===== config.mk =====
export PLATFORM = sky130hd
export DESIGN_NAME = uart_pixel_writer
export DESIGN_NICKNAME = d
export VERILOG_FILES = /design/src/rtl/uart_pixel_pkg.sv /design/src/rtl/pixel_timeout_counter.sv /design/src/rtl/uart_pixel_writer.sv
export SDC_FILE = /design/constraint.sdc
export NUM_CORES = 1
export LEC_CHECK = 0
export ABC_AREA = 1
export BUFFER_PORTS_ARGS = -buffer_cell sky130_fd_sc_hd__buf_4
export CORE_MARGIN = 5
export CORE_UTILIZATION = 45
export CTS_CLUSTER_SIZE = 16
export DETAILED_ROUTE_END_ITERATION = 8
export GPL_ROUTABILITY_DRIVEN = 0
export PLACE_DENSITY = 0.63
export SYNTH_ARGS = -nofsm -noshare
export SYNTH_HDL_FRONTEND = slang
export SYNTH_SLANG_ARGS = --single-unit

===== constraint.sdc =====
create_clock -name clock -period 7.7 [get_ports clock]
set_clock_uncertainty 0.05 [all_clocks]
set_input_delay 1.54 -clock clock [delete_from_list [all_inputs] [get_ports clock]]
set_output_delay 1.54 -clock clock [all_outputs]
set_load 0.01 [all_outputs]

===== src/rtl/uart_pixel_pkg.sv =====
// Shared types and helpers for the UART pixel writer.
// Holds the FSM encoding, the default geometry and the RGB888 to RGB444 conversion.
package uart_pixel_pkg;

    typedef enum logic [1:0] {
        IDLE = 2'd0,
        RECV = 2'd1,
        DONE = 2'd2
    } writer_state_t;

    localparam int IMG_WIDTH_DEF  = 160;
    localparam int IMG_HEIGHT_DEF = 120;
    localparam int PIXELS         = IMG_WIDTH_DEF * IMG_HEIGHT_DEF;
    localparam int X_W            = $clog2(IMG_WIDTH_DEF);
    localparam int Y_W            = $clog2(IMG_HEIGHT_DEF);

    // Plain truncation: keep the top nibble of each channel, no rounding.
    function automatic logic [11:0] rgb888_to_444(input logic [23:0] rgb);
        return {rgb[23:20], rgb[15:12], rgb[7:4]};
    endfunction

endpackage


===== src/rtl/pixel_timeout_counter.sv =====
// Silence watchdog for a partially received frame.
// clr reloads the count; each enabled cycle counts down; expired flags the final idle cycle.
module pixel_timeout_counter #(
    parameter int TIMEOUT_CYCLES = 10000000,
    localparam int CNT_W = (TIMEOUT_CYCLES > 2) ? $clog2(TIMEOUT_CYCLES) : 1
) (
    input  logic clock,
    input  logic reset,
    input  logic clr,
    input  logic en,
    output logic expired
);

    // Reloading to TIMEOUT_CYCLES-2 makes the abort decision land on the idle cycle
    // that puts the error pulse exactly TIMEOUT_CYCLES clocks after the last strobe.
    localparam logic [CNT_W-1:0] LOAD = CNT_W'(TIMEOUT_CYCLES - 2);

    logic [CNT_W-1:0] cnt_q, cnt_d;

    always_comb begin
        cnt_d = cnt_q;
        if (clr) begin
            cnt_d = LOAD;
        end else if (en && (cnt_q != '0)) begin
            cnt_d = cnt_q - 1'b1;
        end
    end

    always_ff @(posedge clock or posedge reset) begin
        if (reset) begin
            cnt_q <= '0;
        end else begin
            cnt_q <= cnt_d;
        end
    end

    assign expired = en && !clr && (cnt_q == '0);

endmodule


===== src/rtl/uart_pixel_writer.sv =====
// Writes received RGB888 pixels as RGB444 into a raster-ordered frame buffer,
// tracking x/y, flagging frame completion and aborting stalled partial frames.
module uart_pixel_writer
    import uart_pixel_pkg::*;
#(
    parameter int IMG_WIDTH      = IMG_WIDTH_DEF,
    parameter int IMG_HEIGHT     = IMG_HEIGHT_DEF,
    parameter int ADDR_WIDTH     = 15,
    parameter int TIMEOUT_CYCLES = 10000000,
    localparam int PX_W = (IMG_WIDTH > 1) ? $clog2(IMG_WIDTH) : 1,
    localparam int PY_W = (IMG_HEIGHT > 1) ? $clog2(IMG_HEIGHT) : 1
) (
    input  logic                  clock,
    input  logic                  reset,
    input  logic [23:0]           pixel_in,
    input  logic                  pixel_valid,
    output logic [ADDR_WIDTH-1:0] mem_addr,
    output logic [11:0]           mem_data,
    output logic                  mem_we,
    output logic [PX_W-1:0]       pixel_x,
    output logic [PY_W-1:0]       pixel_y,
    output logic                  busy,
    output logic                  frame_done,
    output logic                  timeout_err,
    output logic [7:0]            frame_count
);

    // pixel_valid is a one-cycle strobe with no back-pressure: every strobe is
    // accepted and produces exactly one mem_we on the following cycle.
    writer_state_t state_q, state_d;

    logic [PX_W-1:0]       x_q, x_d;
    logic [PY_W-1:0]       y_q, y_d;
    logic [ADDR_WIDTH-1:0] addr_q, addr_d;
    logic [ADDR_WIDTH-1:0] mem_addr_q, mem_addr_d;
    logic [11:0]           mem_data_q, mem_data_d;
    logic                  mem_we_q, mem_we_d;
    logic                  frame_done_q, frame_done_d;
    logic                  timeout_err_q, timeout_err_d;
    logic [7:0]            frame_count_q, frame_count_d;

    logic last_pixel;
    logic x_wrap;
    logic to_en;
    logic to_expired;

    assign x_wrap     = (x_q == PX_W'(IMG_WIDTH - 1));
    assign last_pixel = x_wrap && (y_q == PY_W'(IMG_HEIGHT - 1));

    // The watchdog only runs while a frame is open and the line is silent.
    assign to_en = (state_q == RECV) && !pixel_valid;

    pixel_timeout_counter #(
        .TIMEOUT_CYCLES(TIMEOUT_CYCLES)
    ) u_timeout (
        .clock  (clock),
        .reset  (reset),
        .clr    (!to_en),
        .en     (to_en),
        .expired(to_expired)
    );

    always_comb begin
        state_d       = state_q;
        x_d           = x_q;
        y_d           = y_q;
        addr_d        = addr_q;
        mem_addr_d    = mem_addr_q;
        mem_data_d    = mem_data_q;
        mem_we_d      = 1'b0;
        frame_done_d  = 1'b0;
        timeout_err_d = 1'b0;
        frame_count_d = frame_count_q;

        // A strobe is accepted in every state, so it also beats a coincident timeout.
        if (pixel_valid) begin
            mem_we_d   = 1'b1;
            mem_addr_d = addr_q;
            mem_data_d = rgb888_to_444(pixel_in);
            if (last_pixel) begin
                x_d           = '0;
                y_d           = '0;
                addr_d        = '0;
                state_d       = DONE;
                frame_done_d  = 1'b1;
                frame_count_d = frame_count_q + 8'd1;
            end else begin
                state_d = RECV;
                addr_d  = addr_q + 1'b1;
                if (x_wrap) begin
                    x_d = '0;
                    y_d = y_q + 1'b1;
                end else begin
                    x_d = x_q + 1'b1;
                end
            end
        end else begin
            unique case (state_q)
                RECV: begin
                    if (to_expired) begin
                        state_d       = IDLE;
                        x_d           = '0;
                        y_d           = '0;
                        addr_d        = '0;
                        timeout_err_d = 1'b1;
                    end
                end
                DONE:    state_d = IDLE;
                default: state_d = state_q;
            endcase
        end
    end

    always_ff @(posedge clock or posedge reset) begin
        if (reset) begin
            state_q       <= IDLE;
            x_q           <= '0;
            y_q           <= '0;
            addr_q        <= '0;
            mem_addr_q    <= '0;
            mem_data_q    <= '0;
            mem_we_q      <= 1'b0;
            frame_done_q  <= 1'b0;
            timeout_err_q <= 1'b0;
            frame_count_q <= '0;
        end else begin
            state_q       <= state_d;
            x_q           <= x_d;
            y_q           <= y_d;
            addr_q        <= addr_d;
            mem_addr_q    <= mem_addr_d;
            mem_data_q    <= mem_data_d;
            mem_we_q      <= mem_we_d;
            frame_done_q  <= frame_done_d;
            timeout_err_q <= timeout_err_d;
            frame_count_q <= frame_count_d;
        end
    end

    assign mem_addr    = mem_addr_q;
    assign mem_data    = mem_data_q;
    assign mem_we      = mem_we_q;
    assign pixel_x     = x_q;
    assign pixel_y     = y_q;
    assign busy        = (state_q == RECV);
    assign frame_done  = frame_done_q;
    assign timeout_err = timeout_err_q;
    assign frame_count = frame_count_q;

endmodule


==> flow_metrics.py <==
metrics = {
    "run_status": {
        "run_status": "finished clean",
    },
    "placement": {
        "dpl-instance-area_sq_um": 5550,
        "portBuffers": 68,
        "hpwl_um": 7970,
        "pre_cts_ws_ps": 4200,
    },
    "critical_path": {
        "standard_cell_with_the_maximum_stage_delay_on_the_critical_path": "sky130_fd_sc_hd__nor2_4",
        "cp_data_arrival_time_ps": 3320,
        "worstReg2RegStart": "u_timeout.cnt_q[0]",
        "startpoint_type": "primary input",
        "critPathTopFamily": "simple AND/OR/NAND/NOR gates",
        "timing.critical_path.cells": "buf_4 > nor2_4 > nand4_4 > nand2_4 > nand2_2 > nand2_1 > nand2_1",
        "path_buf_inv": 1,
        "reg2reg_setup_slack_ps": 5520,
        "path_class": "in -> reg",
        "crit-reg2reg-capture": "pixel_y[6]",
        "reg2regPathDepth": 9,
        "endpoint_class_of_the_critical_path": "register",
        "timing.critical_path.mode_cell": "sky130_fd_sc_hd__nand2_1",
        "critical_path.max_fanout": 34,
        "worst_ep_required_time_ps": 7920,
        "critical-path-max-stage-delay_ps": 480,
    },
    "sta": {
        "worstMarginPinSlew_ps": 986,
        "period_minus_ws_final_ps": 3100,
        "final_min_period_over_clock_period": 0.402,
        "setup_tns_ps": 0,
        "report.final.hold_viol_count": 0,
        "max_freq_mhz": 323,
        "setup_slack_ps": 4600,
        "timing.max_slew.rel_slack": 0.342,
        "slew_viol_final": 0,
        "grt_setup_unrepaired": "false",
        "finalSetupViolCount": 0,
    },
    "drt": {
        "detailedRoute.firstPassIterationCount": 4,
        "drt_first_iter_violations": 302,
        "postRouteAntennaNets": 0,
        "post-route-drc-count": 0,
        "via_count": 4336,
        "avgViaCountPerCell": 5.16,
        "totalWireLength_um": 11300,
        "wl_per_cell_um": 13.4,
    },
    "yosys": {
        "syn_avg_cell_area_sq_um": 7.83,
        "synth-edff-count": 0,
        "post_synth_instance_area_sq_um": 4950,
        "synth.distinct_cells": 34,
        "dominantRegCellSynth": "sky130_fd_sc_hd__dfrtp_1",
        "ys_async_sr_fraction": 1.00,
        "synth_instances": 632,
        "yosys_warnings": 0,
        "synth_seq_area_share": 0.475,
        "ys_ff_latch": 94,
        "synthesis.nets": 665,
    },
    "clock_network": {
        "worst_setup_hold_path_clk_slew_ps": 90,
        "numCtsBuffers": 9,
        "numClockSinks": 94,
        "cts_tree": "yes",
        "ctsLongestPathBuffers": 2,
        "ctsHoldBuffers": 0,
        "post-cts-setup-buffers": 0,
        "root_buffer": "sky130_fd_sc_hd__clkbuf_8",
        "post_cts.resized_instances": 0,
        "h_tree_depth": 3,
        "clkLatencyLatePin_ps": 370,
    },
    "global_routing": {
        "largest_net_degree_at_the_start_of_global_routing": 72,
        "number_of_global_route_vias_before_repair": 4196,
        "overflow_left_after_global_routing": 0,
        "grt_antenna_before_repair": 0,
        "groute.usage.overall": 0.183,
        "grt_first_pass_wirelength_um": 19700,
    },
    "floorplanning": {
        "die_width_um": 115,
        "pin_count": 81,
        "die_y_um": 115,
        "core-area_sq_um": 10800,
        "start_util": 0.459,
        "row_count": 38,
        "dieArea_sq_um": 13200,
    },
    "min_path": {
        "timing.hold.worst_path_depth": 2,
        "holdPathEnd": "mem_data[1]",
        "hold_class": "reg -> reg",
        "hold_path_startpoint": "mem_data[1]",
    },
    "finish": {
        "finalNetCount": 729,
        "design_area_sq_um": 5770,
        "drive_above_1_share": 0.167,
        "mostFrequentLayoutCell": "sky130_fd_sc_hd__nand2_1",
        "area_delta_synth_final_pct": 16.7,
        "finalCoreUtilization": 0.535,
        "antenna_cells_inserted": 0,
        "commonest_cells_after_routing_fill_and_taps_aside": "sky130_fd_sc_hd__nand2_1 (186), sky130_fd_sc_hd__dfrtp_1 (94), sky130_fd_sc_hd__buf_4 (69)",
        "fill_count": 1040,
    },
    "power": {
        "power.density_cell_area_nw_per_um2": 206,
        "static-leakage-power_nw": 2.81,
        "irDropWorstVdd_uv": 106,
        "report.power.total_w": 0.00119,
    },
    "flow_run": {
        "maxCapViolations": 0,
    },
}
==> synthesized netlist by cell type (2+ instances only) <==
master | instances | area share
sky130_fd_sc_hd__or2_2 | 2 | 0.0025
sky130_fd_sc_hd__buf_6 | 2 | 0.0045
sky130_fd_sc_hd__nand2_1 | 186 | 0.14
sky130_fd_sc_hd__inv_1 | 63 | 0.048
sky130_fd_sc_hd__dfrtp_1 | 94 | 0.48
sky130_fd_sc_hd__nand3_1 | 62 | 0.063
sky130_fd_sc_hd__o21ai_0 | 34 | 0.034
sky130_fd_sc_hd__xnor2_1 | 5 | 0.0088
sky130_fd_sc_hd__or2_0 | 2 | 0.0025
sky130_fd_sc_hd__ha_1 | 6 | 0.015
sky130_fd_sc_hd__clkbuf_1 | 3 | 0.0023
sky130_fd_sc_hd__nor2_4 | 4 | 0.0091
sky130_fd_sc_hd__o21ai_1 | 10 | 0.010
sky130_fd_sc_hd__xor2_1 | 12 | 0.021
sky130_fd_sc_hd__nor2_1 | 58 | 0.044
sky130_fd_sc_hd__buf_2 | 10 | 0.010
sky130_fd_sc_hd__o211ai_1 | 3 | 0.0045
sky130_fd_sc_hd__nor3_1 | 13 | 0.013
sky130_fd_sc_hd__o21bai_1 | 3 | 0.0045
sky130_fd_sc_hd__nand2_2 | 6 | 0.0076
sky130_fd_sc_hd__inv_2 | 2 | 0.0015
sky130_fd_sc_hd__nor2_2 | 11 | 0.014
sky130_fd_sc_hd__nand4_1 | 30 | 0.038
==> sequential cells by signal (all words and copies together), names as in the netlist <==
name	cells
u_timeout.cnt_q	24
addr_q	15
mem_addr	15
mem_data	12
frame_count	8
pixel_x	8
pixel_y	7
state_q	2
frame_done	1
mem_we	1
timeout_err	1
==> through the flow <==
| step | instances | hold WS [ps] |
|---|---|---|
| CTS | 841 | 433 |
| global route | 841 | 454 |
| detailed placement | 825 | 410 |
| global placement | 825 | 407 |
| finish | 841 | 429 |
| floorplan | 632 | 429 |
==> cell type report <==
cell class | instances | area (sq um) | share of cell area
multi-input cells | 457 | 2260 | 0.392
repair buffers | 69 | 518 | 0.0897
clock buffers | 9 | 124 | 0.0215
clock inverters | 7 | 96.3 | 0.0167
flip-flops and latches | 94 | 2350 | 0.407
inverters | 65 | 246 | 0.0427
well taps | 140 | 175 | 0.0303
==> how the worst max path moves through the flow <==
| stage | startpoint | end | cells after the start |
|---|---|---|---|
| floorplan | reset | addr_q[0] | 1 |
| global placement | pixel_valid | pixel_y[6] | 7 |
| detailed placement | pixel_valid | pixel_y[4] | 7 |
| CTS | pixel_valid | pixel_y[3] | 7 |
| global route | pixel_valid | pixel_y[3] | 6 |
| finish | pixel_valid | pixel_y[6] | 7 |
==> kinds of logic after synthesis <==
| logic type | after synthesis | share of synthesized area |
|---|---|---|
| buffers and inverters | 81 | 0.0677 |
| AND/OR/NAND/NOR | 381 | 0.354 |
| AO/OA/AOI/OAI | 53 | 0.0576 |
| adder cells (fa/ha/maj) | 6 | 0.0152 |
| XOR/XNOR | 17 | 0.0301 |
| flip-flops | 94 | 0.475 |
==> per-layer routing <==
metal	part of all wire	global-route usage	vias to the layer above
met3	0.051	0.0300	14
met2	0.45	0.287	107
met1	0.48	0.257	2050
met4	0.016	0.0657	0
li1	-	-	2165
met5	0	0	-
==> power by group <==
part | switching, W | internal (W) | total [W]
clock network | 0.000182 | 0.000185 | 0.000367
registers | 0.0000553 | 0.000549 | 0.000604
logic | 0.000127 | 0.0000934 | 0.000220
==> tightest hold or removal path, stage by stage (launching register included) <==
cell and delay, ps:
sky130_fd_sc_hd__dfrtp_1 350, sky130_fd_sc_hd__nand2_1 50, sky130_fd_sc_hd__nand2_1 50
No activity file was read; power rests on OpenSTA's default activity.
